`src/rtl/dmem_responder_pkg.sv`:
```
// dmem_responder_pkg: shared constants for the data-memory responder.
//   - FSM state encodings (legacy-compatible 2-bit constants)
//   - default address/data widths
//   - alignment-check width and a helper to test word alignment
package dmem_responder_pkg;

  // Default geometry: 7-bit byte address -> 32 words of 32 bits.
  localparam int unsigned DefAddrW = 7;
  localparam int unsigned DefDataW = 32;

  // Number of byte-offset LSBs that must be zero for a word access.
  localparam int unsigned AlignW = 2;

  // Wait-state counter width; supports latencies up to 15.
  localparam int unsigned CntW = 4;

  // Responder FSM encoding.
  localparam logic [1:0] StIdle = 2'd0;
  localparam logic [1:0] StWait = 2'd1;
  localparam logic [1:0] StResp = 2'd2;

  // True when the byte-offset bits select a whole word.
  function automatic logic is_aligned(input logic [AlignW-1:0] lsb);
    return (lsb == '0);
  endfunction

endpackage

```
`src/rtl/dmem_array.sv`:
```
// dmem_array: word storage for the data-memory responder.
//   clk_i    rising-edge clock
//   rst_ni   asynchronous active-low clear of every word
//   we_i     synchronous write enable
//   waddr_i  write word index
//   wdata_i  write data
//   raddr_i  read word index
//   rdata_o  combinational read data (value before any write on this edge)
module dmem_array #(
  parameter int unsigned IdxW  = 5,
  parameter int unsigned DataW = 32
) (
  input  logic             clk_i,
  input  logic             rst_ni,
  input  logic             we_i,
  input  logic [IdxW-1:0]  waddr_i,
  input  logic [DataW-1:0] wdata_i,
  input  logic [IdxW-1:0]  raddr_i,
  output logic [DataW-1:0] rdata_o
);

  localparam int unsigned Depth = 1 << IdxW;

  logic [DataW-1:0] mem_q [Depth];

  always_ff @(posedge clk_i or negedge rst_ni) begin
    if (!rst_ni) begin
      for (int unsigned i = 0; i < Depth; i++) begin
        mem_q[i] <= '0;
      end
    end else if (we_i) begin
      mem_q[waddr_i] <= wdata_i;
    end
  end

  assign rdata_o = mem_q[raddr_i];

endmodule

```
`src/rtl/dmem_responder.sv`:
```
// dmem_responder: memory-side responder for the CPU data port.
// Accepts one load/store at a time from IDLE, waits a fixed number of cycles
// (READ_LAT for loads, WRITE_LAT for stores; legal 1..15), then presents the
// response until the initiator takes it.
//   clock       rising-edge clock
//   reset       asynchronous active-low reset (clears FSM and storage)
//   req_valid   request present            req_ready  accepting this cycle
//   req_write   1 = store, 0 = load        req_addr   byte address
//   req_wdata   store data
//   resp_valid  response available         resp_ready initiator consumes it
//   resp_rdata  load data (0 for stores / errors)
//   resp_err    request was misaligned
//   busy        FSM not in IDLE
module dmem_responder
  import dmem_responder_pkg::*;
#(
  parameter int unsigned ADDR_W    = DefAddrW,
  parameter int unsigned DATA_W    = DefDataW,
  parameter int unsigned READ_LAT  = 2,
  parameter int unsigned WRITE_LAT = 1
) (
  input  logic              clock,
  input  logic              reset,
  input  logic              req_valid,
  output logic              req_ready,
  input  logic              req_write,
  input  logic [ADDR_W-1:0] req_addr,
  input  logic [DATA_W-1:0] req_wdata,
  output logic              resp_valid,
  input  logic              resp_ready,
  output logic [DATA_W-1:0] resp_rdata,
  output logic              resp_err,
  output logic              busy
);

  localparam int unsigned IdxW = ADDR_W - AlignW;

  // Counter preload is LAT-1: the accepting edge itself is the first of the
  // LAT edges, so LAT=1 goes straight to RESP.
  localparam logic [CntW-1:0] RdLatM1 = CntW'(READ_LAT - 1);
  localparam logic [CntW-1:0] WrLatM1 = CntW'(WRITE_LAT - 1);

  logic [1:0]        state_q, state_d;
  logic [CntW-1:0]   cnt_q, cnt_d;
  logic [DATA_W-1:0] rdata_q, rdata_d;
  logic              err_q, err_d;

  logic              accept;
  logic              aligned;
  logic [IdxW-1:0]   idx;
  logic [CntW-1:0]   lat_m1;
  logic              mem_we;
  logic [DATA_W-1:0] mem_rdata;

  assign accept  = req_valid && (state_q == StIdle);
  assign aligned = is_aligned(req_addr[AlignW-1:0]);
  assign idx     = req_addr[ADDR_W-1:AlignW];
  assign lat_m1  = req_write ? WrLatM1 : RdLatM1;
  // Stores commit on the accepting edge so any later load sees them.
  assign mem_we  = accept && aligned && req_write;

  dmem_array #(
    .IdxW  (IdxW),
    .DataW (DATA_W)
  ) u_array (
    .clk_i   (clock),
    .rst_ni  (reset),
    .we_i    (mem_we),
    .waddr_i (idx),
    .wdata_i (req_wdata),
    .raddr_i (idx),
    .rdata_o (mem_rdata)
  );

  always_comb begin
    state_d = state_q;
    cnt_d   = cnt_q;
    rdata_d = rdata_q;
    err_d   = err_q;
    case (state_q)
      StIdle: begin
        if (accept) begin
          // mem_rdata is the pre-write value; stores and errors return 0.
          rdata_d = (aligned && !req_write) ? mem_rdata : '0;
          err_d   = !aligned;
          cnt_d   = lat_m1;
          state_d = (lat_m1 == '0) ? StResp : StWait;
        end
      end
      StWait: begin
        cnt_d = cnt_q - CntW'(1);
        // Leave on the edge where the counter steps down to zero.
        if (cnt_q <= CntW'(1)) begin
          state_d = StResp;
        end
      end
      StResp: begin
        if (resp_ready) begin
          state_d = StIdle;
          rdata_d = '0;
          err_d   = 1'b0;
        end
      end
      default: begin
        state_d = StIdle;
        cnt_d   = '0;
        rdata_d = '0;
        err_d   = 1'b0;
      end
    endcase
  end

  always_ff @(posedge clock or negedge reset) begin
    if (!reset) begin
      state_q <= StIdle;
      cnt_q   <= '0;
      rdata_q <= '0;
      err_q   <= 1'b0;
    end else begin
      state_q <= state_d;
      cnt_q   <= cnt_d;
      rdata_q <= rdata_d;
      err_q   <= err_d;
    end
  end

  assign req_ready  = (state_q == StIdle);
  assign resp_valid = (state_q == StResp);
  assign busy       = (state_q != StIdle);
  // Response fields are only meaningful while resp_valid is high.
  assign resp_rdata = resp_valid ? rdata_q : '0;
  assign resp_err   = resp_valid & err_q;

endmodule

```
`config.mk`:
```
export PLATFORM = sky130hd
export DESIGN_NAME = dmem_responder
export DESIGN_NICKNAME = d
export VERILOG_FILES = /design/src/rtl/dmem_responder_pkg.sv /design/src/rtl/dmem_array.sv /design/src/rtl/dmem_responder.sv
export SDC_FILE = /design/constraint.sdc
export NUM_CORES = 1
export LEC_CHECK = 0
export ABC_CLOCK_PERIOD_IN_PS = 2300
export BUFFER_PORTS_ARGS = -buffer_cell sky130_fd_sc_hd__buf_4
export CAP_MARGIN = 20
export CORE_AREA = 2 2 362 400
export CTS_CLUSTER_SIZE = 8
export DETAILED_ROUTE_END_ITERATION = 10
export DIE_AREA = 0 0 364 402
export SKIP_CTS_REPAIR_TIMING = 1
export SYNTH_ARGS = -nofsm -noshare
export SYNTH_HDL_FRONTEND = slang
export SYNTH_HIERARCHICAL = 1
export SYNTH_SLANG_ARGS = --single-unit
export TNS_END_PERCENT = 100
```
`constraint.sdc`:
```
create_clock -name clock -period 2.3 [get_ports clock]
set_clock_uncertainty 0.2 [all_clocks]
set_input_delay 0.23 -clock clock [delete_from_list [all_inputs] [get_ports clock]]
set_output_delay 0.23 -clock clock [all_outputs]
set_load 0.1 [all_outputs]
```
==> metrics.yaml <==
status: "finished, violations left"
violations: "negative setup slack"
m1WireLength_um: 69200
start_kind: "flop"
p_switching_w: 0.0121
ys_types: 42
setup_viol: 811
slew_headroom_pct: 39.2
pre_cts_slack_ps: -353
row_count: 146
hp-class: "input port to async pin"
vias: 31978
clkPwrFrac_pct: 42.8
clock_latency_ps: 760
drt_first_iter_violations: 2338
worstSetupEndpointType: "output port"
ant_nets: 0
port_buffers: 79
core_sq_um: 143000
arrival_ps: 2220
setup_ws_ps: -355
antenna_found_initial: 3
grt_max_degree: 104
syn2layout_area_growth_pct: 25.6
rsz0062_at_grt: "yes"
place_congestion: 0.788
dpl.cell_count: 5623
period_share_pct: 115
wl_met3_um: 7650
n_antenna_cell: 0
setup.worst_path.class: "flop to output port"
netlist_instances: 3630
cts_tree: "built"
synth_area_leaders: "dfrtp_1, mux2_2, mux2i_1, mux2_1, a22oi_1"
dp_hpwl_um: 90000
grtUsageTotal_pct: 19.8
nNetsFinal: 3998
yosys.area.top_type: "dfrtp_1"
die_x_um: 364
layout.cells.non_filler: 5890
hold_viol: 0
ir_worst_vdd_uv: 706
drc: 0
path_clk_slew_ps: 50
grt_overflow_total: 0
internal-power_w: 0.0342
tightest_slew_ps: 909
grt_pass1_wl_um: 218000
top_layer_used: "met5"
final_common_cell: "dfrtp_1"
ys_seq_area_share_pct: 53.7
syn_nets: 3676
switching_share_pct: 26.1
max_cap_violations: 0
cts_buffers: 150
cts_buffer_depth: 3
grt_pass1_vias: 32580
drtPass1Iterations: 5
yosys_warnings: 6
start_util_pct: 34.7
fmax_mhz: 377
cts_root_buf: "clkbuf_16"
power.density_nw_per_um2: 744
die_h_um: 402
synth_area_sq_um: 49500
cts.sinks: 1063
leakagePower_nw: 30.8
syn_avg_cell_area_sq_um: 13.6
wl_um: 159000
wire_per_inst_um: 27.0
drive_above_1_share_pct: 42.9
synth_top_area_share_pct: 53.7
slew_violations: 0
routed-wl-met2_um: 75800
viasPerCell: 5.43
htreeDepth: 4
rrSetupSlack_ps: -250
critical_path_required_ps: 1870
final_util_pct: 43.6
seqPwrFrac_pct: 44.0
period_needed_ps: 2650
layout_common_cells: "dfrtp_1, mux2_2, mux2i_1, mux2_4, buf_4"
power_frac_comb_pct: 13.2
yosys_register_bits: 1063
dieArea_sq_um: 146000
ios: 80
crit_path_max_fanout: 8
hold_slack_ps: 86.2
## layer usage
layer / vias to the layer above / GRT usage, %
met4: 2 / 5.66
li1: 13732 / -
met2: 905 / 32.8
met3: 287 / 2.83
met1: 17052 / 26.9
met5: - / 0
## worst max-delay path: stages (launching register included)
cell     delay [ps]
dfrtp_1         410
buf_6           140
and2b_4         280
buf_12          120
buf_12          150
and2_1          180
buf_12          180
## Yosys cell counts (all sizes together)
master / count
o2bb2ai: 1
nor2: 22
and3b: 1
a21oi: 98
a22oi: 96
nand3: 98
or3b: 1
a22o: 67
nor2b: 4
clkbuf: 151
o31a: 1
mux2: 1057
nand2: 114
and2b: 1
nor3: 36
nand3b: 4
buf: 180
or2: 2
a31oi: 32
and4: 1
nand2b: 2
a311o: 1
and3: 33
a21o: 1
nor3b: 4
dfrtp: 1063
xor2: 2
mux2i: 512
inv: 6
o32ai: 1
and2: 34
ha: 2
o21ai: 2
## final cells by class
class | count | area (sq um)
inverters | 6 | 22.5
clock inverters | 12 | 211
well taps | 1924 | 2410
repair buffers | 501 | 6660
clock buffers | 154 | 3830
fillers | 12765 | 80400
flip-flops and latches | 1063 | 26600
multi-input cells | 2230 | 22500
## state kept, by name (all words and copies together) (netlist names)
name and flops:
cnt_q 4, rdata_q 32, state_q 2, u_array/mem_q 1024, err_q 1
## worst paths after layout
| check | startpoint | endpoint | cells past startpoint |
|---|---|---|---|
| max in group asynchronous | reset | u_array/mem_q[257] | 3 |
| min in group clock | req_addr[5] | u_array/mem_q[869] | 6 |
| hold / removal | reset | u_array/mem_q[879] | 3 |
| setup reg to reg | state_q[0] | u_array/mem_q[124] | 7 |
| hold reg to reg | u_array/mem_q[17] | u_array/mem_q[17] | 1 |
| setup / recovery | state_q[0] | resp_rdata[31] | 6 |
## cell families after synthesis
| kind of cell | count (synthesis) | share of synthesized area, % |
|---|---|---|
| AOI/OAI and AO/OA | 300 | 4.18 |
| xor gates and xnor gates | 2 | 0.0354 |
| adders and majority gates | 2 | 0.0505 |
| buffers and inverters | 337 | 3.86 |
| DFF | 1063 | 53.7 |
| muxes | 1569 | 34.4 |
| and+or+nand+nor | 357 | 3.81 |
## stage by stage
stage	setup TNS, ps	instance area, sq um	power, W
detailed placement	-149900	55100	0.0261
global placement	-146960	55100	0.0260
global route	-90570	62200	0.0480
finish	-74930	62200	0.0463
floorplan	-388520	50100	0.0238
CTS	-32400	59200	0.0461
## power by group through the flow
stage	sequential (W)	clock, W	combinational, W
global route	0.0205	0.0210	0.00651
finish	0.0204	0.0198	0.00611
detailed placement	0.0206	0	0.00548
CTS	0.0203	0.0202	0.00549
global placement	0.0206	0	0.00541
floorplan	0.0205	0	0.00339
(Power assumes the default switching activity.)
